**src/rtl/bfly_pkg.sv**
```systemverilog
// Shared constants, result record and width helper for the butterfly result collector.
package bfly_pkg;

    localparam int BITS            = 32;
    localparam int TAG_W           = 4;
    localparam int DEFAULT_LATENCY = 12;
    localparam int DEFAULT_DEPTH   = 8;

    typedef struct packed {
        logic [BITS-1:0]  re;
        logic [BITS-1:0]  im;
        logic [TAG_W-1:0] tag;
    } bfly_result_t;

    localparam int RESULT_W = $bits(bfly_result_t);

    function automatic int clog2(input int value);
        int w;
        w = 0;
        while ((1 << w) < value) begin
            w++;
        end
        return w;
    endfunction

    localparam int DEFAULT_PTR_W = clog2(DEFAULT_DEPTH);

endpackage

```
**src/rtl/bfly_sync_fifo.sv**
```systemverilog
// Result FIFO: DEPTH entries of bfly_result_t, head read straight from storage registers,
// occupancy exported so the collector can compute credits.
module bfly_sync_fifo
    import bfly_pkg::*;
#(
    parameter int  DEPTH = DEFAULT_DEPTH,
    localparam int PTR_W = clog2(DEPTH),
    localparam int CNT_W = clog2(DEPTH + 1)
) (
    input  logic                clock,
    input  logic                reset,
    input  logic                push,
    input  logic [RESULT_W-1:0] push_data,
    input  logic                pop,
    output logic [RESULT_W-1:0] head,
    output logic [CNT_W-1:0]    count
);

    localparam logic [CNT_W-1:0] FULL_COUNT = CNT_W'(DEPTH);

    logic [RESULT_W-1:0] mem [DEPTH];
    logic [PTR_W-1:0]    wr_ptr;
    logic [PTR_W-1:0]    rd_ptr;
    logic                do_push;
    logic                do_pop;

    assign do_push = push && (count != FULL_COUNT);
    assign do_pop  = pop && (count != '0);

    // Storage is cleared on reset so the head reads as zero until the first push.
    always_ff @(posedge clock or negedge reset) begin
        if (!reset) begin
            for (int i = 0; i < DEPTH; i++) begin
                mem[i] <= '0;
            end
            wr_ptr <= '0;
            rd_ptr <= '0;
            count  <= '0;
        end else begin
            if (do_push) begin
                mem[wr_ptr] <= push_data;
                wr_ptr      <= wr_ptr + PTR_W'(1);
            end
            if (do_pop) begin
                rd_ptr <= rd_ptr + PTR_W'(1);
            end
            case ({do_push, do_pop})
                2'b10:   count <= count + CNT_W'(1);
                2'b01:   count <= count - CNT_W'(1);
                default: count <= count;
            endcase
        end
    end

    assign head = mem[rd_ptr];

endmodule

```
**src/rtl/bfly_result_collector.sv**
```systemverilog
// Tracks operand sets through the fixed-latency butterfly and buffers the results with credits.
// Optional err_protocol/result_cnt outputs appear when BFLY_COLLECT_STATS_EN is defined.
module bfly_result_collector
    import bfly_pkg::*;
#(
    parameter int LATENCY = DEFAULT_LATENCY,
    parameter int DEPTH   = DEFAULT_DEPTH
) (
    input  logic             clock,
    input  logic             reset,
    input  logic             in_valid,
    input  logic [TAG_W-1:0] in_tag,
    output logic             issue_ready,
    input  logic [BITS-1:0]  re_z,
    input  logic [BITS-1:0]  im_z,
    output logic             out_valid,
    input  logic             out_ready,
    output logic [BITS-1:0]  out_re,
    output logic [BITS-1:0]  out_im,
    output logic [TAG_W-1:0] out_tag
`ifdef BFLY_COLLECT_STATS_EN
    ,
    output logic             err_protocol,
    output logic [31:0]      result_cnt
`endif
);

    localparam int CNT_W = clog2(DEPTH + 1);
    localparam logic [CNT_W:0] CREDIT_LIMIT = (CNT_W + 1)'(DEPTH);

    logic               issue;
    logic               last_valid;
    logic               pop;
    logic [LATENCY-1:0] dly_valid;
    logic [TAG_W-1:0]   dly_tag [LATENCY];
    logic [CNT_W-1:0]   inflight;
    logic [CNT_W-1:0]   count;
    logic [CNT_W:0]     credits_used;
    bfly_result_t       push_res;
    bfly_result_t       head_res;

    assign issue      = in_valid && issue_ready;
    assign last_valid = dly_valid[LATENCY-1];
    assign pop        = out_valid && out_ready;

    // Every tracked beat holds one credit from issue until it leaves the FIFO,
    // so in-flight plus buffered results can never exceed the FIFO depth.
    assign credits_used = {1'b0, inflight} + {1'b0, count};
    assign issue_ready  = credits_used < CREDIT_LIMIT;

    always_ff @(posedge clock or negedge reset) begin
        if (!reset) begin
            dly_valid <= '0;
            for (int i = 0; i < LATENCY; i++) begin
                dly_tag[i] <= '0;
            end
        end else begin
            dly_valid[0] <= issue;
            dly_tag[0]   <= in_tag;
            for (int i = 1; i < LATENCY; i++) begin
                dly_valid[i] <= dly_valid[i-1];
                dly_tag[i]   <= dly_tag[i-1];
            end
        end
    end

    always_ff @(posedge clock or negedge reset) begin
        if (!reset) begin
            inflight <= '0;
        end else begin
            case ({issue, last_valid})
                2'b10:   inflight <= inflight + CNT_W'(1);
                2'b01:   inflight <= inflight - CNT_W'(1);
                default: inflight <= inflight;
            endcase
        end
    end

    assign push_res.re  = re_z;
    assign push_res.im  = im_z;
    assign push_res.tag = dly_tag[LATENCY-1];

    bfly_sync_fifo #(
        .DEPTH (DEPTH)
    ) u_fifo (
        .clock     (clock),
        .reset     (reset),
        .push      (last_valid),
        .push_data (push_res),
        .pop       (pop),
        .head      (head_res),
        .count     (count)
    );

    assign out_valid = (count != '0);
    assign out_re    = head_res.re;
    assign out_im    = head_res.im;
    assign out_tag   = head_res.tag;

`ifdef BFLY_COLLECT_STATS_EN
    always_ff @(posedge clock or negedge reset) begin
        if (!reset) begin
            err_protocol <= 1'b0;
            result_cnt   <= '0;
        end else begin
            if (in_valid && !issue_ready) begin
                err_protocol <= 1'b1;
            end
            if (pop) begin
                result_cnt <= result_cnt + 32'd1;
            end
        end
    end
`endif

endmodule

```
**config.mk**
```make
export PLATFORM = sky130hd
export DESIGN_NAME = bfly_result_collector
export DESIGN_NICKNAME = d
export VERILOG_FILES = /design/src/rtl/bfly_pkg.sv /design/src/rtl/bfly_sync_fifo.sv /design/src/rtl/bfly_result_collector.sv
export SDC_FILE = /design/constraint.sdc
export NUM_CORES = 1
export LEC_CHECK = 0
export CAP_MARGIN = 25
export CORE_MARGIN = 5
export CORE_UTILIZATION = 50
export CTS_BUF_LIST = sky130_fd_sc_hd__clkbuf_8
export CTS_CLUSTER_SIZE = 28
export DETAILED_ROUTE_END_ITERATION = 7
export DONT_BUFFER_PORTS = 1
export GPL_TIMING_DRIVEN = 0
export HOLD_SLACK_MARGIN = 0.05
export PLACE_DENSITY = 0.71
export SLEW_MARGIN = 20
export SYNTH_ARGS = -nofsm -noshare
export SYNTH_HDL_FRONTEND = slang
export SYNTH_SLANG_ARGS = --single-unit
```
**constraint.sdc**
```tcl
create_clock -name clock -period 3 [get_ports clock]
set_input_delay 0.6 -clock clock [delete_from_list [all_inputs] [get_ports clock]]
set_output_delay 0.6 -clock clock [all_outputs]
set_load 0.02 [all_outputs]
```
# ---- Yosys cells after proc, flatten, opt, wreduce, memory -nomap -nowiden
# Cells that the tools add are included.
# W data, S select, Z words.
dict set report op_classes {
  magnitude_cmp 4
  n_bitwise 2
  mux 8
  n_reduce_logical 8
  add_sub_neg 7
  n_eq_ne 5
}
# cell n
set op_table {}
lappend op_table {{$bwmux W544} 1}
lappend op_table {{$bmux W68 S3} 1}
lappend op_table {{$demux W68 S3} 1}
lappend op_table {{$mux W68} 3}
lappend op_table {{$pmux W4 S2} 2}
lappend op_table {{$add A4 B1 Y4 const B} 2}
lappend op_table {{$ge A4 B4 Y1 const B} 2}
lappend op_table {{$not A3 Y4} 2}
lappend op_table {{$sub A4 B1 Y4 const B} 2}
lappend op_table {{$add A3 B1 Y3 const B} 2}
lappend op_table {{$add A4 B4 Y5} 1}
lappend op_table {{$logic_and A1 B1 Y1} 5}
lappend op_table {{$lt A5 B4 Y1 const B} 1}
lappend op_table {{$eq A2 B1 Y1 const B} 2}
lappend op_table {{$eq A2 B2 Y1 const B} 2}
lappend op_table {{$lt A4 B1 Y1 const B} 1}
lappend op_table {{$ne A4 B4 Y1 const B} 1}
lappend op_table {{$reduce_bool A2 Y1} 2}
lappend op_table {{$reduce_bool A4 Y1} 1}
dict set report word_totals {
  word_cells 59
  regBits 618
  in_bits 72
}

# ---- Depth between registers and ports, before layout
# Gate-level depths: netlist of the first run.
dict set report logic_depth {
  word_depth 6
  mapped_depth 9
  mapped_depth_nobuf 9
}

# ---- Hierarchy
# A second synthesis of the first run with hierarchy kept.
dict set report hier_totals {
  hier_cells 1545
  hier_area_um2 26630.5
}
# mod area_each_um2 instances seq_area_each_um2 cells_each
set modules_own_cells {}
lappend modules_own_cells {bfly_sync_fifo 24720.0 1 13863.3 1446}
lappend modules_own_cells {bfly_result_collector 1910.6 1 1601.5 99}

# ---- Least setup slack after synthesis of the first run
# Ideal clock, no wire load.
dict set report synth_path {
  path_type {register -> register}
  start {reg u_fifo.count[1]}
  end {reg inflight[3]}
  path_buffers 0
  arrival_time_ns 3.907
  path_stages_with_launch 10
  slack_ns -1.040
  period_less_slack_ns 4.040
  path_cell_list {dfrtp_1 > ha_1 > a31o_2 > a2111oi_0 > nand2_1 > ha_1 > ha_1 > or4b_2 > o311ai_0 > o211ai_1}
}
dict set report synth_via {
  elab_chain_cells 5
}
# element line
set synth_rtl {}
lappend synth_rtl {{start: declaration} bfly_sync_fifo.sv:16} ;# output logic [CNT_W-1:0] count
lappend synth_rtl {{start signal: assignment} bfly_sync_fifo.sv:48} ;# 2'b10: count <= count + CNT_W'(1);
lappend synth_rtl {{start signal: assignment} bfly_sync_fifo.sv:49} ;# 2'b01: count <= count - CNT_W'(1);
lappend synth_rtl {{start signal: assignment} bfly_sync_fifo.sv:50} ;# default: count <= count;
lappend synth_rtl {{$add A4 B4 Y5 (*)} bfly_result_collector.sv:48} ;# assign credits_used = {1'b0, inflight} + {1'b0, count};
lappend synth_rtl {{$lt A5 B4 Y1 (*)} bfly_result_collector.sv:49} ;# assign issue_ready = credits_used < CREDIT_LIMIT;
lappend synth_rtl {{via issue_ready} bfly_result_collector.sv:13} ;# output logic issue_ready,
lappend synth_rtl {{$logic_and A1 B1 Y1 (*)} bfly_result_collector.sv:42} ;# assign issue = in_valid && issue_ready;
lappend synth_rtl {{$eq A2 B1 Y1 or $eq A2 B2 Y1 (tied branches)} bfly_result_collector.sv:71} ;# case ({issue, last_valid})
lappend synth_rtl {{$pmux W4 S2 or $reduce_bool A2 Y1 (tied branches)} -}
lappend synth_rtl {{end signal: assignment} bfly_result_collector.sv:72} ;# 2'b10: inflight <= inflight + CNT_W'(1);
lappend synth_rtl {{end signal: assignment} bfly_result_collector.sv:73} ;# 2'b01: inflight <= inflight - CNT_W'(1);
lappend synth_rtl {{end signal: assignment} bfly_result_collector.sv:74} ;# default: inflight <= inflight;
lappend synth_rtl {{end: declaration} bfly_result_collector.sv:36} ;# logic [CNT_W-1:0] inflight;
# Mark *: on every way through the listed nets, which the timed path passes. The rest lies on a longest branch.
# A chain may end at the register's enable or synchronous reset.

# ---- Worst setup path after layout of the first run
dict set report layout_path {
  start {reg u_fifo.rd_ptr[0]}
  end {out out_im[22]}
}
dict set report layout_via {
  elab_chain_cells 4
}
# element line
set layout_rtl {}
lappend layout_rtl {{start: declaration} bfly_sync_fifo.sv:23} ;# logic [PTR_W-1:0] rd_ptr;
lappend layout_rtl {{start signal: assignment} bfly_sync_fifo.sv:45} ;# rd_ptr <= rd_ptr + PTR_W'(1);
lappend layout_rtl {{$not A3 Y4 (implied by the code)} bfly_sync_fifo.sv:55} ;# assign head = mem[rd_ptr];
lappend layout_rtl {{$bmux W68 S3} bfly_sync_fifo.sv:55}
lappend layout_rtl {{$mux W68 (implied by the code) (2 in series)} bfly_sync_fifo.sv:55}
lappend layout_rtl {{end: declaration} bfly_result_collector.sv:19} ;# output logic [BITS-1:0] out_im,
# No other way between the ends. The select of a mux whose other input is x is not followed.

==> run metrics, run 1 <==
Antenna Violating Nets Remaining 0; DRC errors left 0; minimum clock period 3020 ps; grt total ovfl 0; Setup crit end kind output port; Fmax about 0.33 GHz; Synth area leaders dfrtp_1, mux2_2, mux4_2, buf_2, buf_6; vias in the first global route ~16k; Distinct cells, synth 34; Layout Skew approximately 25 ps; synth cell count leaders dfrtp_1, mux2_2, mux4_2; final net count ~1.8k; core area between 50,000 and 60,000 um2; Detailed Place HPWL ~35 mm; Filler cells between 3k and 4k; Mapped Area around 27,000 um2; area delta synth->final 17.0%; Root Buffer clkbuf_8; final worst slack -21.2 ps; number of core rows 84; Post-synth ARST share 100%; top-count cell post-synth dfrtp_1; CP required between 2000 and 2500 ps; final setup fails 25; arrival time at the worst endpoint around 2400 ps; Via density approximately 5.7; VDD IR max approximately 0.66 mV; iteration-0 DRC count of the detailed router 710; Die X around 240 um; initial antenna violation count 3; Vias about 14k; outcome finished, violations left; clock buffer depth 3; first-pass GRT wire length slightly above 90 mm; area share of the largest cell type after synthesis between 50% and 60%; Slew HR -1.48%; type of the tightest min-delay check in2async; CTS clock-pin slew for the worst setup and hold paths ~60 ps; Critical Path Source Type flip-flop; routed len/inst about 23 um; violated checks hold timing, slew limit, setup timing; EDFF count, synth 0; layout cells sized above 1 between 50% and 60%; CTS tree built; initial core utilization 50.6%; total wire length a little under 60 mm; Mapped Nets 1,637; Seq/Total Area, Yosys between 50 and 60%; final hold viol count approximately 600; Mean Syn Cell Area roughly 17 um2; total CTS buffers between 100 and 150; Tightest Pin Transition ~1500 ps; # IOs 142; dpl cells 2,242; H-tree depth 3; crit path kind reg2out; Max Slew Vio Count 80; largest net degree at the start of global routing between 600 and 700; Mapped Cells between 1.5k and 2k; fin cells around 2.5k; Final GP Congestion 0.720; Lkg Pwr roughly 14 nW; unrepaired setup endpoints after global routing yes; Clock Latency Late Sink around 700 ps; clk sinks a little over 600; area leader, netlist dfrtp_1; dominant synthesized flop cell dfrtp_1; Pwr Density approximately 1100 nW/um2; DRT Pass-1 Iters 4; # port buffers 0; Die Area roughly 58,000 um2; #FFs+latches synth 618; Ys Warns 0; Hold Buf Count CTS 70; Hold WS -378 ps; Die Ht 241 um; Setup Total Neg Slack -203 ps; CP max FO 10; max cap viols 0; GR Util All Layers 20.7%; final worst path period share 101%
through the flow:
step | hold slack, ps | setup WS, ps | utilization (%) | power (mW) | instance area (um2)
2_1_floorplan | 304 | -3.46 | - | 23.7 | 26700
3_3_place_gp | 332 | -394 | 52.3 | 26.1 | 27600
3_5_place_dp | 335 | -446 | 52.4 | 26.8 | 27600
4_1_cts | -426 | -112 | 59.1 | 36.2 | 31200
5_1_grt | -444 | -126 | 59.2 | 37.8 | 31200
6_report | -378 | -21.2 | 59.2 | 35.9 | 31200
flip-flops by register name (all words and copies together) (netlist names):
signal	cells
dly_valid	12
u_fifo.rd_ptr	3
u_fifo.count	4
u_fifo.mem	544
dly_tag	48
u_fifo.wr_ptr	3
inflight	4
per-layer routing:
layer / vias up / GRT usage, % / part of all wire (%)
li1: 6202 / - / -
met1: 7848 / 28.4 / 44
met2: 249 / 34.2 / 50
met3: 95 / 4.75 / 4.2
met4: 2 / 5.33 / 2.0
met5: - / 0 / 0.022
layout make-up:
class                           count  area (um2)  area share (%)
Sequential cell                   618       15500            49.5
Multi-Input combinational cell    823       11000            35.3
Clock buffer                      129        1780            5.68
Buffer                             99         872            2.79
Tap cell                          688         861            2.76
Timing Repair Buffer               84         827            2.65
Clock inverter                     55         362            1.16
Inverter                            9        33.8           0.108
Antenna cell                        2        5.00          0.0160
cell usage in the layout, fill, tap and decap left out, types with 4 or more instances in the layout:
cell type	n
bufinv_16	4
xnor2_1	6
buf_4	22
buf_6	17
clkinv_2	16
nand2_1	5
mux2_1	5
dlygate4sd3_1	70
dfrtp_2	4
mux2_4	69
ha_4	6
ha_1	5
inv_1	38
mux4_2	136
mux2_2	542
buf_12	12
clkbuf_2	5
dfrtp_1	614
clkbuf_4	8
nor3b_1	6
clkbuf_8	129
buf_2	44
nand3_1	6
cells by family (layout without fill, tap and decap cells):
| kind of cell | Yosys count | in the layout | share of synthesized area (%) |
|---|---|---|---|
| simple gates | 34 | 34 | 0.937 |
| compound gates | 14 | 14 | 0.384 |
| mux | 754 | 754 | 37.5 |
| fa+ha+maj | 13 | 13 | 0.665 |
| other cells | 0 | 2 | 0 |
| flops | 618 | 618 | 57.9 |
| xor+xnor | 8 | 8 | 0.262 |
| buf+inv | 111 | 376 | 2.30 |
final timing paths:
check,from,end,slack (ps),depth (start not counted)
setup / recovery,u_fifo.rd_ptr[0],out_im[22],-20,4
hold / removal,reset,u_fifo.mem[468],-380,0
setup reg to reg,inflight[1],inflight[3],80,9
hold reg to reg,dly_tag[16],dly_tag[12],330,0
max in group asynchronous,reset,u_fifo.mem[294],2150,0
min in group clock,dly_tag[16],dly_tag[12],330,0
repair_timing:
action	4_1_cts	5_1_grt
setup buffers	9	2
gates cloned	1	0
pin swaps	10	7
hold endpoints to repair	1137	618
gates resized for setup	186	8
setup endpoints to repair	70	81
worst max-delay path: stages, from the launching register on:
cell       delay (ps)
dfrtp_2           470
clkbuf_16         220
buf_16            170
mux4_2            520
mux2_4            330
where the power goes:
part / switching [mW] / internal, mW / total, mW
combinational: 6.36 / 8.31 / 14.7
sequential: 1.74 / 11.8 / 13.6
clock: 3.38 / 4.22 / 7.60
Power figures use the tool's default switching activity.
==> run 2, diff against run 1 <==
==> constraint.sdc (replaced) <==
create_clock -name clock -period 3 [get_ports clock]
set_input_delay 0.6 -clock clock [delete_from_list [all_inputs] [get_ports clock]]
set_output_delay 0.6 -clock clock [all_outputs]
set_load 0.1 [all_outputs]
==> run 2 against run 1 <==
  * The flow finishes with violations (hold timing, setup timing)
  * Maximum frequency shrank 4.1%
  * Routed wire length is 0.80% lower
  * Final area shrank 0.60%
  * First-iteration DRC count grew 3.8%
  * Via count is 1.5% lower
  * Utilization decreased by 0.36 points
  * Register-to-register slack hardly changed
  * Critical path depth unchanged
  * Highest routed layer unchanged
==> run metrics, run 2 (synthesized netlist as in run 1, its figures left out) <==
max cap viols 0 (unchanged); largest net degree at the start of global routing 619 (unchanged); max reg flops 544 (unchanged); Die X 241 um (unchanged); Hold Buf Count CTS 70 (unchanged); Detailed Place HPWL 35.0 mm (was 35.3 mm); unrepaired setup endpoints after global routing yes (unchanged); Hold WS -390 ps (was -378 ps); clk sinks 618 (unchanged); Die Ht 241 um (unchanged); initial core utilization 50.6% (unchanged); Antenna Violating Nets Remaining 0 (unchanged); CTS tree built (unchanged); Die Area 58,100 um2 (unchanged); initial antenna violation count 5 (was 3); final setup fails 68 (was 25); flip-flop and latch area 15,500 um2 (unchanged); Via density 5.68 (was 5.74); final worst slack -151 ps (was -21.2 ps); violated checks hold timing, setup timing (was hold timing, slew limit, setup timing); Slew HR 15.9% (was -1.48%); first-pass GRT wire length 92.4 mm (was 93.5 mm); area of the multi-input gates 11,000 um2 (about the same); most frequent cells in the layout dfrtp_1, mux2_2, mux4_2 (unchanged); Setup Total Neg Slack -7970 ps (was -203 ps); iteration-0 DRC count of the detailed router 737 (was 710); # port buffers 0 (unchanged); clock buffer depth 3 (unchanged); CP cell instances clkbuf_16, buf_16, mux4_2, mux2_4 (unchanged); number of core rows 84 (unchanged); Top reg by flops u_fifo.mem (unchanged); grt total ovfl 0 (unchanged); Largest regs u_fifo.mem (544), dly_tag (48), dly_valid (12) (unchanged); routed len/inst 23.3 um (was 23.4 um); Vias 14.2k (was 14.4k); type of the tightest min-delay check in2async (unchanged); Max Slew Vio Count 0 (was 80); GR Util All Layers 20.5% (was 20.7%); Setup crit end kind output port (unchanged); fin cells 2,497 (was 2,507); CP max FO 10 (unchanged); CTS clock-pin slew for the worst setup and hold paths 50 ps (was 60 ps); H-tree depth 3 (unchanged); arrival time at the worst endpoint 2550 ps (was 2420 ps); Layout Skew 39.8 ps (was 25.2 ps); Critical Path Source Type flip-flop (unchanged); Crit-path slowest cell mux4_2 (unchanged); core area 52,800 um2 (unchanged); final worst path period share 105% (was 101%); Fmax 0.317 GHz (was 0.331 GHz); Clock Latency Late Sink 710 ps (was 690 ps); vias in the first global route 15.8k (about the same); final hold viol count 618 (unchanged); Final GP Congestion 0.745 (was 0.720); layout cells sized above 1 56.2% (was 57.1%); slowest stage delay, CP 520 ps (about the same); total wire length 58.1 mm (was 58.6 mm); Tightest Pin Transition 1260 ps (was 1520 ps); DRT Pass-1 Iters 4 (unchanged); minimum clock period 3150 ps (was 3020 ps); crit path kind reg2out (unchanged); total CTS buffers 101 (was 103); final net count 1,823 (unchanged); outcome finished, violations left (unchanged); Root Buffer clkbuf_8 (unchanged); leading cell type in the layout, fill and taps excluded dfrtp_1 (unchanged); DRC errors left 0 (unchanged); CP required 2400 ps (about the same); area delta synth->final 16.3% (was 17.0%); Filler cells 4,050 (was 3,994); # IOs 142 (unchanged); dpl cells 2,241 (was 2,242); Setup WS pre-CTS -764 ps (was -446 ps)
[run 2: changes by cell type in the layout (fill, tap and decap cells not counted), sizes merged]
| cell | previous run | this run |
|---|---|---|
| clkinvlp | 2 | 0 |
| inv | 42 | 53 |
| diode | 2 | 4 |
| buf | 97 | 92 |
| clkinv | 16 | 3 |
| bufinv | 4 | 2 |
| clkbuf | 145 | 144 |
[run 2: final cells by class]
type	instances	share of cell area (%)
tap	688	2.77
inverter	9	0.109
buffer	100	2.79
sequential	618	49.8
antenna	4	0.0322
clock buffer	121	5.36
multi-input combinational	823	35.4
clock inverter	49	0.878
timing repair buffer	85	2.88
[run 2: final timing paths]
path | slack [ps] | to | startpoint | depth (start not counted)
min in group clock | 150 | u_fifo.rd_ptr[0] | out_ready | 3
min | -390 | u_fifo.mem[535] | reset | 0
max in group asynchronous | 2370 | u_fifo.mem[26] | reset | 0
min reg2reg | 310 | dly_tag[19] | dly_tag[23] | 0
max reg2reg | 70 | u_fifo.mem[187] | u_fifo.count[1] | 7
max | -150 | out_re[26] | u_fifo.rd_ptr[0] | 4
[run 2: repair_timing]
item | in CTS | in global routing
pin swaps | 3 | 6
buffers inserted | 6 | 4
gates cloned | 2 | 2
setup endpoints to repair | 72 | 71
gates resized for setup | 177 | 5
hold endpoints to repair | 1136 | 618
[run 2: layer usage]
layer / GRT usage [%] / part of all wire [%] / up-vias
met4: 6.55 / 2.2 / 2
met2: 33.4 / 49 / 298
met3: 4.90 / 5.8 / 98
met5: 0 / 0.022 / -
li1: - / - / 6185
met1: 27.7 / 42 / 7602
[run 2: worst max-delay path, delay by kind of cell, from the launching register on]
kind	cells	cell delay (ps)
buffers and inverters	2	430
muxes	2	950
DFF	1	470
[run 2: through the flow]
| stage | hold slack (ps) | util, % | area, um2 |
|---|---|---|---|
| floorplan | 304 | - | 26800 |
| global placement | 331 | 52.3 | 27600 |
| detailed placement | 335 | 52.4 | 27600 |
| CTS | -435 | 58.7 | 30900 |
| global route | -442 | 58.8 | 31000 |
| finish | -390 | 58.9 | 31100 |
Power of run 2 is not shown: default switching activity piles up to over one toggle a cycle in this logic, so the estimate is an artifact.
==> run 3, diff against run 2 <==
MAX_ROUTING_LAYER = met4   (was default)
==> run 3 against run 2 <==
  * The flow finishes with violations (hold timing, slew limit, setup timing)
  * Critical path type unchanged
  * Final area hardly changed
  * Largest cell class unchanged
  * Register-to-register slack worse by 20 ps
  * Setup slack got worse by 14 ps
  * Final cell count rose by 0.12%
  * Critical endpoint unchanged
  * Die area unchanged
==> run metrics, run 3 (synthesized netlist as in run 1, its figures left out) <==
arrival time at the worst endpoint 2570 ps (was 2550 ps); Fmax 0.316 GHz (was 0.317 GHz); largest net degree at the start of global routing 619 (unchanged); max reg flops 544 (unchanged); type of the tightest min-delay check in2async (unchanged); grt met3 use 4.95% (was 4.90%); fin cells 2,500 (was 2,497); Largest regs u_fifo.mem (544), dly_tag (48), dly_valid (12) (unchanged); CTS tree built (unchanged); final worst slack -165 ps (was -151 ps); total wire length 58.3 mm (was 58.1 mm); first-pass GRT wire length 92.3 mm (was 92.4 mm); unrepaired setup endpoints after global routing yes (unchanged); Hold Buf Count CTS 70 (unchanged); Finished Cell Area 31,100 um2 (about the same); GR Util All Layers 21.2% (was 20.5%); worst setup path start u_fifo.rd_ptr[0] (unchanged); H-tree depth 3 (unchanged); final worst path period share 106% (was 105%); Detailed Place HPWL 35.0 mm (unchanged); GRT met2 Usage 33.4% (about the same); minimum clock period 3170 ps (was 3150 ps); Hold WS -392 ps (was -390 ps); RR Startpoint u_fifo.count[1] (unchanged); number of core rows 84 (unchanged); Tightest Pin Transition 1800 ps (was 1260 ps); grt total ovfl 0 (unchanged); CTS clock-pin slew for the worst setup and hold paths 50 ps (about the same); Via density 5.69 (was 5.68); initial core utilization 50.6% (unchanged); Clock Latency Late Sink 710 ps (about the same); iteration-0 DRC count of the detailed router 711 (was 737); Layout Skew 35.8 ps (was 39.8 ps); vias in the first global route 15.8k (about the same); Top reg by flops u_fifo.mem (unchanged); leading cell type in the layout, fill and taps excluded dfrtp_1 (unchanged); crit path kind reg2out (unchanged); # port buffers 0 (unchanged); initial antenna violation count 7 (was 5); CP max FO 10 (unchanged); dpl cells 2,241 (unchanged); Slew HR -19.9% (was 15.9%); Setup crit end kind output port (unchanged); Critical Path Source Type flip-flop (unchanged); area delta synth->final 16.3% (about the same); GRT Max-Usage Layer met2 (unchanged); DRT Pass-1 Iters 7 (was 4); routed len/inst 23.3 um (about the same); GR Util met1 27.7% (about the same); Antenna Violating Nets Remaining 0 (unchanged); Max Slew Vio Count 194 (was 0); area of the multi-input gates 11,000 um2 (unchanged); max cap viols 0 (unchanged); worst reg2reg endpoint u_fifo.mem[187] (unchanged); Critical Path Sink out_re[26] (unchanged); layout cells sized above 1 56.2% (unchanged); clk sinks 618 (unchanged); DRC errors left 0 (unchanged); # IOs 142 (unchanged); flip-flop and latch area 15,500 um2 (unchanged); final net count 1,823 (unchanged); clock buffer depth 3 (unchanged); total CTS buffers 101 (unchanged); final hold viol count 549 (was 618); Vias 14.2k (about the same); violated checks hold timing, slew limit, setup timing (was hold timing, setup timing); most frequent cells in the layout dfrtp_1, mux2_2, mux4_2 (unchanged); outcome finished, violations left (unchanged); Final GP Congestion 0.754 (was 0.745); flop-to-flop setup slack 50 ps (was 70 ps); Filler cells 4,048 (was 4,050); Die X 241 um (unchanged); Reg2Reg Depth 7 (unchanged); final setup fails 68 (unchanged); CP required 2400 ps (about the same); Die Area 58,100 um2 (unchanged); Root Buffer clkbuf_8 (unchanged); Die Ht 241 um (unchanged); placed cell areas 27,600 um2 (unchanged); core area 52,800 um2 (unchanged)
-- run 3: changes by cell type in the layout (fill, tap and decap cells not counted), sizes merged --
| cell | change |
|---|---|
| diode | +3 |
-- run 3: critical path, stage by stage (launching register included) --
cell	delay [ps]
dfrtp_2	480
clkbuf_16	260
buf_16	180
mux4_2	520
mux2_4	430
-- run 3: cell type report --
cell class                      count  share of cell area, %
Antenna cell                        7                 0.0564
Clock buffer                      121                   5.36
Tap cell                          688                   2.77
Multi-Input combinational cell    823                   35.4
Timing Repair Buffer               85                   2.88
Sequential cell                   618                   49.8
Buffer                            100                   2.79
Clock inverter                     49                  0.878
Inverter                            9                  0.109
-- run 3: timing repair --
item	CTS	global route
cloned	2	2
buffers inserted	6	4
endpoints found under the setup margin	72	71
endpoints found under the hold margin	1136	618
gates resized for setup	177	5
pin swaps	3	6
-- run 3: stage by stage --
| stage | utilization [%] | setup TNS (ps) | setup slack (ps) | hold WS, ps |
|---|---|---|---|---|
| after floorplan | - | -1920 | -750 | 304 |
| after global placement | 52.3 | -21610 | -928 | 331 |
| after detailed placement | 52.4 | -19930 | -764 | 335 |
| after CTS | 58.7 | -13460 | -224 | -435 |
| after global routing | 58.9 | -14970 | -248 | -442 |
| final | 58.9 | -8690 | -165 | -392 |
-- run 3: worst min path at each step --
| stage | end | slack, ps |
|---|---|---|
| 2_1_floorplan | dly_tag[0] | 300 |
| 6_report | u_fifo.mem[535] | -390 |
| 5_1_grt | u_fifo.mem[535] | -440 |
| 4_1_cts | u_fifo.mem[535] | -440 |
| 3_5_place_dp | dly_tag[10] | 330 |
| 3_3_place_gp | dly_tag[25] | 330 |
-- run 3: metal layers --
metal | vias to the layer above | routed length (um)
li1 | 6190 | -
met5 | - | 0
met4 | 0 | 1270
met2 | 276 | 28900
met3 | 103 | 2990
met1 | 7660 | 25200
Power of run 3 is left out for the same reason.
